==> config.mk <==
export PLATFORM = sky130hd
export DESIGN_NAME = uart_pkt_deframer
export DESIGN_NICKNAME = d
export VERILOG_FILES = /design/src/rtl/uart_pkt_deframer.sv
export SDC_FILE = /design/constraint.sdc
export NUM_CORES = 1
export LEC_CHECK = 0
export CAP_MARGIN = 20
export CORE_ASPECT_RATIO = 1.4
export CORE_MARGIN = 5
export CORE_UTILIZATION = 45
export CTS_CLUSTER_DIAMETER = 100
export DETAILED_ROUTE_END_ITERATION = 8
export GPL_ROUTABILITY_DRIVEN = 0
export PLACE_DENSITY = 0.61
export SYNTH_ARGS = -nofsm -noshare
export SYNTH_HDL_FRONTEND = slang
export SYNTH_SLANG_ARGS = --single-unit
==> constraint.sdc <==
create_clock -name i_clk -period 5.9 [get_ports i_clk]
set_input_delay 1.77 -clock i_clk [delete_from_list [all_inputs] [get_ports i_clk]]
set_output_delay 1.77 -clock i_clk [all_outputs]
set_load 0.02 [all_outputs]
==> src/rtl/uart_pkt_deframer.sv <==
// uart_pkt_deframer: pulls bytes from a UART RX FIFO and reassembles SOF/LEN/payload/CSUM frames.
// Each frame is checked against an XOR checksum. Good payloads are replayed downstream with
// valid/ready handshaking. Bad frames are dropped with an error pulse and an error code.
module uart_pkt_deframer #(
    parameter int unsigned      DBITS          = 8,
    parameter int unsigned      MAX_LEN        = 16,
    parameter logic [DBITS-1:0] SOF            = 8'hA5,
    parameter int unsigned      TIMEOUT_CYCLES = 100000
) (
    input  logic             i_clk,
    input  logic             i_rst,
    input  logic             i_rx_empty,
    input  logic [DBITS-1:0] i_rx_data,
    output logic             o_rd_uart,
    output logic [DBITS-1:0] o_data,
    output logic             o_valid,
    input  logic             i_ready,
    output logic             o_last,
    output logic             o_pkt_ok,
    output logic             o_pkt_err,
    output logic [1:0]       o_err_code,
    output logic             o_busy
);

    localparam int unsigned      IDX_W     = (MAX_LEN > 1) ? $clog2(MAX_LEN) : 1;
    localparam int unsigned      TMO_W     = $clog2(TIMEOUT_CYCLES + 1);
    localparam logic [DBITS-1:0] MAX_LEN_B = DBITS'(MAX_LEN);
    localparam logic [TMO_W-1:0] TMO_LAST  = TMO_W'(TIMEOUT_CYCLES - 1);

    typedef enum logic [2:0] {
        ST_HUNT,
        ST_LEN,
        ST_PAYLOAD,
        ST_CSUM,
        ST_EMIT
    } state_t;

    state_t             state, state_n;
    logic [IDX_W-1:0]   idx, idx_n;
    logic [IDX_W-1:0]   len_m1, len_m1_n;
    logic [DBITS-1:0]   csum, csum_n;
    logic [TMO_W-1:0]   tcnt, tcnt_n;
    logic               pkt_ok, pkt_ok_n;
    logic               pkt_err, pkt_err_n;
    logic [1:0]         err_code, err_code_n;
    logic               rd_en;
    logic               buf_we;
    logic               tmo_hit;
    logic [DBITS-1:0]   buf_mem [MAX_LEN];

    // Pop whenever a byte is available, except while replaying a packet.
    assign rd_en     = ~i_rx_empty & (state != ST_EMIT);
    assign o_rd_uart = rd_en & ~i_rst;

    // The timeout fires on the idle cycle that would bring the counter to TIMEOUT_CYCLES.
    // A byte consumed in that same cycle takes priority.
    assign tmo_hit = ((state == ST_LEN) || (state == ST_PAYLOAD) || (state == ST_CSUM))
                     && !rd_en && (tcnt == TMO_LAST);

    assign o_valid    = (state == ST_EMIT);
    assign o_data     = o_valid ? buf_mem[idx] : '0;
    assign o_last     = o_valid && (idx == len_m1);
    assign o_busy     = (state != ST_HUNT);
    assign o_pkt_ok   = pkt_ok;
    assign o_pkt_err  = pkt_err;
    assign o_err_code = err_code;

    // State and datapath registers.
    always_ff @(posedge i_clk or posedge i_rst) begin
        if (i_rst) begin
            state    <= ST_HUNT;
            idx      <= '0;
            len_m1   <= '0;
            csum     <= '0;
            tcnt     <= '0;
            pkt_ok   <= 1'b0;
            pkt_err  <= 1'b0;
            err_code <= 2'd0;
        end else begin
            state    <= state_n;
            idx      <= idx_n;
            len_m1   <= len_m1_n;
            csum     <= csum_n;
            tcnt     <= tcnt_n;
            pkt_ok   <= pkt_ok_n;
            pkt_err  <= pkt_err_n;
            err_code <= err_code_n;
        end
    end

    // Payload buffer. Its contents do not need a reset.
    always_ff @(posedge i_clk) begin
        if (buf_we) begin
            buf_mem[idx] <= i_rx_data;
        end
    end

    // Next-state logic: frame parsing, checksum, timeout and replay.
    always_comb begin
        state_n    = state;
        idx_n      = idx;
        len_m1_n   = len_m1;
        csum_n     = csum;
        tcnt_n     = '0;
        pkt_ok_n   = 1'b0;
        pkt_err_n  = 1'b0;
        err_code_n = err_code;
        buf_we     = 1'b0;

        if ((state == ST_LEN) || (state == ST_PAYLOAD) || (state == ST_CSUM)) begin
            tcnt_n = rd_en ? '0 : tcnt + TMO_W'(1);
        end

        if (tmo_hit) begin
            state_n    = ST_HUNT;
            idx_n      = '0;
            tcnt_n     = '0;
            pkt_err_n  = 1'b1;
            err_code_n = 2'd3;
        end else begin
            case (state)
                ST_HUNT: begin
                    if (rd_en && (i_rx_data == SOF)) begin
                        state_n = ST_LEN;
                    end
                end
                ST_LEN: begin
                    if (rd_en) begin
                        if ((i_rx_data == '0) || (i_rx_data > MAX_LEN_B)) begin
                            state_n    = ST_HUNT;
                            pkt_err_n  = 1'b1;
                            err_code_n = 2'd1;
                        end else begin
                            state_n  = ST_PAYLOAD;
                            len_m1_n = IDX_W'(i_rx_data - DBITS'(1));
                            csum_n   = i_rx_data;
                            idx_n    = '0;
                        end
                    end
                end
                ST_PAYLOAD: begin
                    if (rd_en) begin
                        buf_we = 1'b1;
                        csum_n = csum ^ i_rx_data;
                        if (idx == len_m1) begin
                            state_n = ST_CSUM;
                            idx_n   = '0;
                        end else begin
                            idx_n = idx + IDX_W'(1);
                        end
                    end
                end
                ST_CSUM: begin
                    if (rd_en) begin
                        if (i_rx_data == csum) begin
                            state_n  = ST_EMIT;
                            pkt_ok_n = 1'b1;
                        end else begin
                            state_n    = ST_HUNT;
                            pkt_err_n  = 1'b1;
                            err_code_n = 2'd2;
                        end
                    end
                end
                ST_EMIT: begin
                    if (i_ready) begin
                        if (idx == len_m1) begin
                            state_n = ST_HUNT;
                            idx_n   = '0;
                        end else begin
                            idx_n = idx + IDX_W'(1);
                        end
                    end
                end
                default: begin
                    state_n = ST_HUNT;
                end
            endcase
        end
    end

endmodule

; ---- After elaboration in Yosys (flattened, before gate mapping)
; Memories as Yosys holds them, arrays and structs flattened.
; Cells that the tools add are included.
[word_totals]
ff_bits = 40
mem_bits_rw = 128
in_bits = 12
output_inout_bits = 16
memories = 1
[mem_list]
columns = memory, depth, width, read_ports, rd_ports_with_merged_regs, wr, line_no
row1 = buf_mem, 16, 8, 1, 0, 1, 49  ; logic [DBITS-1:0] buf_mem [MAX_LEN];
[op_classes]
n_addsub = 3
order_cmp = 1
n_eq_ne = 22
n_mux = 47
bitwise_logic = 7
n_reduce_logical = 19
[ops]
columns = operator, n
row1 = 17-bit two-way mux, 3
row2 = 8-bit two-way mux, 4
row3 = 3-bit two-way mux, 9
row4 = 4-bit two-way mux, 6
row5 = "3-bit inequality test, second input constant", 8
row6 = "17-bit by 1-bit adder with 17-bit output, second input constant", 1
row7 = "17-bit equality test, second input constant", 1
row8 = 8-bit one-hot mux with 2 select lines, 1
row9 = 3-bit one-hot mux with 5 select lines, 1
row10 = 5-bit AND reduction, 3
row11 = 1-bit two-way mux, 14
row12 = 2-bit two-way mux, 6
row13 = 4-bit one-hot mux with 3 select lines, 1
row14 = 8-bit equality test, 1
row15 = "8-bit equality test, second input constant", 1
row16 = "8-bit by 5-bit greater-than comparator with 1-bit output, second input constant", 1
row17 = 8-bit logical NOT, 1
row18 = 8-bit XOR, 1
row19 = 7-bit AND reduction, 1
row20 = "3-bit by 2-bit equality test with 1-bit output, second input constant", 2
row21 = "2-bit inequality test, second input constant", 3
row22 = "3-bit by 1-bit inequality test with 1-bit output, second input constant", 2
row23 = 3-bit nonzero test, 2
row24 = "4-bit by 1-bit adder with 4-bit output, second input constant", 1
row25 = 16 further kinds, 25

; ---- Logic depth before layout (Yosys ltp)
; Gate-level depths: netlist of run 1.
[depth]
ltp_word = 8
depth_mapped = 9

; ---- Least setup slack after synthesis of run 1
; No wires, ideal clock.
[synth_timing]
path_kind = input -> output
startpoint = input port i_rx_empty
endpoint = output port o_rd_uart
arrival_time_ns = 2.267
t_required_ns = 4.130
slack_ns = 1.863
cell_stages = 1
n_path_buf = 0
path_cell_list = nor3_1
[synth_between]
elab_chain_cells = 3
[synth_rtl]
columns = item, line_no
row1 = "start, declared", 12  ; input logic i_rx_empty,
row2 = 1-bit NOT, 52  ; assign rd_en = ~i_rx_empty & (state != ST_EMIT);
row3 = 1-bit bitwise AND, 52
row4 = 1-bit bitwise AND, 53  ; assign o_rd_uart = rd_en & ~i_rst;
row5 = "end, declared", 14  ; output logic o_rd_uart,
; No other way between the ends.

; ---- Final worst setup path of run 1
[layout_timing]
startpoint = register idx[0]
endpoint = output port o_data[1]
[layout_between]
elab_chain_cells = 2
[layout_rtl]
columns = item, line_no
row1 = "start, declared", 39  ; logic [IDX_W-1:0] idx, idx_n;
row2 = "start signal, assigned", 81  ; idx <= idx_n;
row3 = memory read 16 x 8 bit, -
row4 = 8-bit two-way mux, 61  ; assign o_data = o_valid ? buf_mem[idx] : '0;
row5 = "end, declared", 15  ; output logic [DBITS-1:0] o_data,
; No other way between the ends.

==> out/results.txt, run 1 <==
Total power = 3.143 mW
Synthesis-stage register bit count = 168
Minimum clock period = 5.110 ns
FMAX = 195.7 MHz
Antenna-violating nets left = 0
Largest net degree at the start of global routing = 26
Core box area = 15970 µm²
Via count = 3959
Max Slew Vio Count = 0
RSZ-0062 raised after global routing = no
Root buffer cell = clkbuf_16
CTS tree = done
Count of cell types in the netlist = 48
Total wire length = 14540 µm
Clock buffer count from CTS = 17
Io pins = 28
WP data required = 4.13 ns
Mapped cell area = 7242 µm²
Setup WS post-layout = 0.7896 ns
Top cell type's share of synthesized area = 53.08%
Ys flop type = edfxtp_1
Post-layout util = 51.92%
Setup TNS = 0 ns
Max cap viols = 0
Register area share after synthesis = 66.90%
Die outline width = 117.2 µm
First-pass GRT wire length = 23430 µm
Maximum vdd ir drop = 221.3 µV
Synth area leaders = edfxtp_1 53%, dfrtp_1 14%, mux4_2 12%
Die area = 18770 µm²
Port Buffer Count = 27
Hold WC Path Type = flop to flop
Hold Vio Cnt, Final = 0
Maximum level of the CTS H-tree = 4
Worst EP arrival = 3.34 ns
Vias in the first global route = 4186
# DRC = 0
Clock slew at reported path FFs = 0.07 ns
# diodes = 0
Setup CP Type = flop to output port
Fin cells = 701
Synth Net Count = 473
Layout cell share with drive strength beyond 1 = 18.73%
Critical Path Start Type = flop
Cts repair resizes = 0
Worst slew pin tran = 0.9974 ns
DRT iter0 DRCs = 209
Syn_area_per_cell = 15.95 µm²
Leading cell type by number of instances after synthesis = edfxtp_1
Cell mode on critical path = mux4_2
Slowest cell on the critical path = dfrtp_2
Initial core utilization = 45.36%
Clock Sinks = 168
Clk buf depth = 2
Place WS = 1.009 ns
Fillers = 1338
Crit end category = output port
Status = complete, no violations
Slew margin rel. = 33.26%
Worst skew pair latency = 0.42 ns
GRT overflow = 0
DR WL/cell = 20.75 µm
Crit Path Max Fanout = 23
Final nets = 508
# rows = 55
Worst path cell trace = buf_4 > mux4_2 > mux4_2 > and2_1 > clkdlybuf4s50_1
Post-DP HPWL = 9713 µm
Area grow syn2layout = 14.46%
P_leak = 2.766 nW
EDFF count, synth = 128
Initial antenna violation count = 0
Cell taking the most area after synthesis = edfxtp_1
Vias/cell = 5.648
List of most frequent post-synthesis cells = 128 x edfxtp_1, 40 x dfrtp_1, 40 x mux4_2, 40 x nor2_1, 20 x xnor2_1
Final setup fails = 0
Postcts setup bufs = 0
CP Buf/Inv Count = 2
Async S/R FF share, synth = 23.81%
Final Cycle Share = 86.62%
Die Y-Extent = 160.1 µm
Total Routing Usage GR = 16.68%
Cell Pwr Density = 379.1 nW/µm²
Yosys warnings = 0
Placed insts = 669
CP top delay family = multiplexers
TritonRoute pass-1 iters = 4
Post-route clock skew = 0.01088 ns
CP peak stage delay = 0.85 ns
Mapped Cells = 454
Hold bufs inserted after CTS = 0
==> cell type report <==
class                           count  area [µm²]  share of cell area [%]
Sequential cell                   168        4846                   58.46
Timing Repair Buffer               37       345.3                   4.166
Multi-Input combinational cell    256        2253                   27.18
Clock inverter                     15       136.4                   1.645
Tap cell                          199       249.0                   3.004
Clock buffer                       17       425.4                   5.132
Inverter                            9       33.78                  0.4075
==> through the flow <==
step / hold slack, ns / instance area [µm²]
5_1_grt: 0.5344 / 8289
4_1_cts: 0.5170 / 8289
3_5_place_dp: 0.5022 / 7727
3_3_place_gp: 0.4836 / 7727
2_1_floorplan: 0.4647 / 7242
6_report: 0.5099 / 8289
==> flip-flops by register name, summed over array words and instances, names as in the netlist <==
name,flops
csum,8
state,3
idx,4
o_err_code,2
tcnt,17
o_pkt_ok,1
buf_mem,128
len_m1,4
o_pkt_err,1
==> layer usage <==
metal	up-vias	wire, µm	global-route usage, %
li1	1824	-	-
met1	2036	5928	21.62
met2	81	7912	28.22
met3	18	496	3.336
met4	0	206	4.799
met5	-	0	0
==> where the power goes <==
part,total (mW),switching [mW],internal [mW]
Sequential,1.45,0.124,1.33
Combinational,0.645,0.285,0.360
Clock,1.05,0.491,0.557
Total,3.14,0.900,2.24
==> path summary, 6_finish.rpt <==
kind | from | to | slack, ns | cells past startpoint
min in group asynchronous | i_rst | state[0]$_DFFE_PP0P_ | 1.76 | 2
worst max register to register | idx[1]$_DFFE_PP0P_ | buf_mem[7][3]$_DFFE_PP_ | 3.07 | 4
worst max-delay path | idx[0]$_DFFE_PP0P_ | o_data[1] | 0.79 | 5
worst min register to register | len_m1[2]$_DFFE_PP0P_ | len_m1[2]$_DFFE_PP0P_ | 0.51 | 2
max in group asynchronous | i_rst | idx[0]$_DFFE_PP0P_ | 3.34 | 3
worst min-delay path | len_m1[2]$_DFFE_PP0P_ | len_m1[2]$_DFFE_PP0P_ | 0.51 | 2
==> placed cells by master (no fill, tap or decap), drive strengths merged, types with 2 or more instances in the layout <==
cell             n
nand2b           5
and4             3
or3              2
a21o             3
a21oi           16
clkinvlp         4
nand3           19
xor2            10
and2             9
clkbuf          17
nor3b            2
nand2           19
and3             6
nor3             9
or4b             2
o22ai            2
xnor2           20
nor4             2
edfxtp         128
mux4            40
nand4b           2
nor2b            3
inv             18
clkdlybuf4s50   27
ha               7
clkinv           2
buf             10
o2111ai          3
a31oi            2
dfrtp           40
nand4            6
nor2            40
o21ai           13
==> cells by family (layout without fill, tap and decap cells) <==
logic type | Yosys count | after routing | synth area share (%)
XOR/XNOR | 30 | 30 | 3.628
flip-flops | 168 | 168 | 66.90
multiplexers | 41 | 41 | 12.58
buffers and inverters | 30 | 78 | 2.263
AND/OR/NAND/NOR | 132 | 132 | 9.641
AO/OA/AOI/OAI | 46 | 46 | 3.784
adder cells (fa/ha/maj) | 7 | 7 | 1.209
==> tightest hold or removal path: cells and delay by family, from the launching register on <==
kind | cells | cell delay, ns
DFF | 1 | 0.36
AOI/OAI and AO/OA | 1 | 0.07
and+or+nand+nor | 1 | 0.05
No activity file was read; power rests on OpenSTA's default activity.
==> run 2: changes to the inputs <==
--- a/config.mk
+++ b/config.mk
@@ -6,13 +6,13 @@
 export NUM_CORES = 1
 export LEC_CHECK = 0
 export CAP_MARGIN = 20
-export CORE_ASPECT_RATIO = 1.4
+export CORE_ASPECT_RATIO = 1.75
 export CORE_MARGIN = 5
-export CORE_UTILIZATION = 45
+export CORE_UTILIZATION = 35
 export CTS_CLUSTER_DIAMETER = 100
 export DETAILED_ROUTE_END_ITERATION = 8
 export GPL_ROUTABILITY_DRIVEN = 0
-export PLACE_DENSITY = 0.61
+export PLACE_DENSITY = 0.5
 export SYNTH_ARGS = -nofsm -noshare
 export SYNTH_HDL_FRONTEND = slang
 export SYNTH_SLANG_ARGS = --single-unit
==> out/results.txt, run 2 (synthesis gave the netlist of run 1 again) <==
Status = complete, no violations
Hold Vio Cnt, Final = 0
Worst reg2reg endpoint = buf_mem[7][5]$_DFFE_PP_
Reg2reg start = idx[1]$_DFFE_PP0P_
Clock Sinks = 168
DRT iter0 DRCs = 185
Worst EP arrival = 3.33 ns
Crit path to = o_data[5]
Post-DP HPWL = 10920 µm
Final setup fails = 0
WHS = 0.5037 ns
Cts repair resizes = 0
Worst slew pin tran = 1.102 ns
Commonest non-fill, non-tap cell in the layout = edfxtp_1
Switching power = 860.3 µW
Setup TNS = 0 ns
Slowest cell on the critical path = dfrtp_1
CP peak stage delay = 0.91 ns
CP top delay family = buffers and inverters
Core box area = 20370 µm²
CTS tree = done
Post-layout util = 41.57%
# diodes = 0
Total power = 3.258 mW
FF-to-FF setup slack = 3.22 ns
Combinational power share = 20.1%
Via count = 3924
CP Buf/Inv Count = 2
Critical Path Start Type = flop
Max cap viols = 0
Crit Path Max Fanout = 20
Cell mode on critical path = mux4_2
Placed insts = 724
Final nets = 515
FMAX = 196.2 MHz
Clock buffer count from CTS = 17
GRT overflow = 0
# DRC = 0
Regs by FF count = buf_mem (128), tcnt (17), csum (8)
Crit end category = output port
Postcts setup bufs = 0
Port Buffer Count = 27
Fin cells = 756
WP data required = 4.13 ns
Maximum vdd ir drop = 220.2 µV
Worst path cell trace = buf_4 > mux4_2 > mux4_2 > and2_1 > clkdlybuf4s50_1
Largest net degree at the start of global routing = 41
Initial antenna violation count = 0
Net Sw Frac = 26.41%
Worst Setup SP = idx[1]$_DFFE_PP0P_
Hold Path Stages = 2
Maximum level of the CTS H-tree = 4
Final Cycle Share = 86.39%
Pint = 2.397 mW
P_leak = 2.827 nW
Max reg flops = 128
Hold WC Path Type = flop to flop
Die outline width = 118.7 µm
Layout cell share with drive strength beyond 1 = 19.09%
Antenna-violating nets left = 0
Slew margin rel. = 26.27%
Total wire length = 16050 µm
Minimum clock period = 5.097 ns
Clock slew at reported path FFs = 0.07 ns
Clock Power Share = 35.5%
Max Slew Vio Count = 0
First-pass GRT wire length = 25200 µm
Setup CP Type = flop to output port
# rows = 69
Worst path depth = 5
RSZ-0062 raised after global routing = no
Die Y-Extent = 200.3 µm
Post-route clock skew = 0.01253 ns
TritonRoute pass-1 iters = 4
Vias in the first global route = 4265
Total Routing Usage GR = 14.17%
Worst skew pair latency = 0.42 ns
DR WL/cell = 21.23 µm
Hold bufs inserted after CTS = 0
Vias/cell = 5.190
Reg2Reg Depth = 3
Area grow syn2layout = 16.97%
Io pins = 28
Root buffer cell = clkbuf_16
Sequential power share = 44.4%
Commonest cells after routing, fill and taps aside = 128 x edfxtp_1, 40 x nor2_1, 40 x mux4_2
Clk buf depth = 2
Die area = 23780 µm²
Most flop-heavy register = buf_mem
Cell Pwr Density = 384.6 nW/µm²
Initial core utilization = 35.54%
-- run 2: worst min-delay path by stage --
stage	from	endpoint	slack, ns
after detailed placement	len_m1[0]$_DFFE_PP0P_	len_m1[0]$_DFFE_PP0P_	0.49
after global routing	len_m1[3]$_DFFE_PP0P_	len_m1[3]$_DFFE_PP0P_	0.53
after global placement	len_m1[3]$_DFFE_PP0P_	len_m1[3]$_DFFE_PP0P_	0.49
after CTS	len_m1[0]$_DFFE_PP0P_	len_m1[0]$_DFFE_PP0P_	0.51
final	len_m1[0]$_DFFE_PP0P_	len_m1[0]$_DFFE_PP0P_	0.50
after floorplan	tcnt[0]$_DFF_PP0_	tcnt[0]$_DFF_PP0_	0.46
-- run 2: cell type report --
cell class                      count  area [µm²]
Clock inverter                     12       173.9
Tap cell                          248       310.3
Multi-Input combinational cell    256        2248
Fill cell                        1856       11900
Timing Repair Buffer               44       425.4
Inverter                            9       33.78
Sequential cell                   168        4846
Clock buffer                       19       432.9
-- run 2: metrics by stage --
step | area [µm²] | worst slack, ns
final | 8471 | 0.8029
after detailed placement | 7853 | 0.9771
after floorplan | 7242 | 1.863
after CTS | 8459 | 0.7125
after global placement | 7804 | 0.9972
after global routing | 8471 | 0.6214
-- run 2: per-layer routing --
layer	track usage [%]	wire (µm)	up-vias
li1	-	-	1825
met2	25.57	9025	83
met3	3.217	492	13
met4	5.760	273	0
met1	16.02	6261	2003
met5	0	0	-
-- run 2: worst min-delay path, cell delays in order, from the launching register on --
cell	delay [ns]
dfrtp_1	0.36
nand2_1	0.05
o21ai_0	0.06
-- run 2: power groups by stage --
stage	registers, mW	logic, mW	clock network [mW]
2_1_floorplan	1.39	0.564	0
3_5_place_dp	1.47	0.673	0
6_report	1.44	0.656	1.16
5_1_grt	1.46	0.720	1.23
4_1_cts	1.45	0.676	1.18
3_3_place_gp	1.47	0.668	0
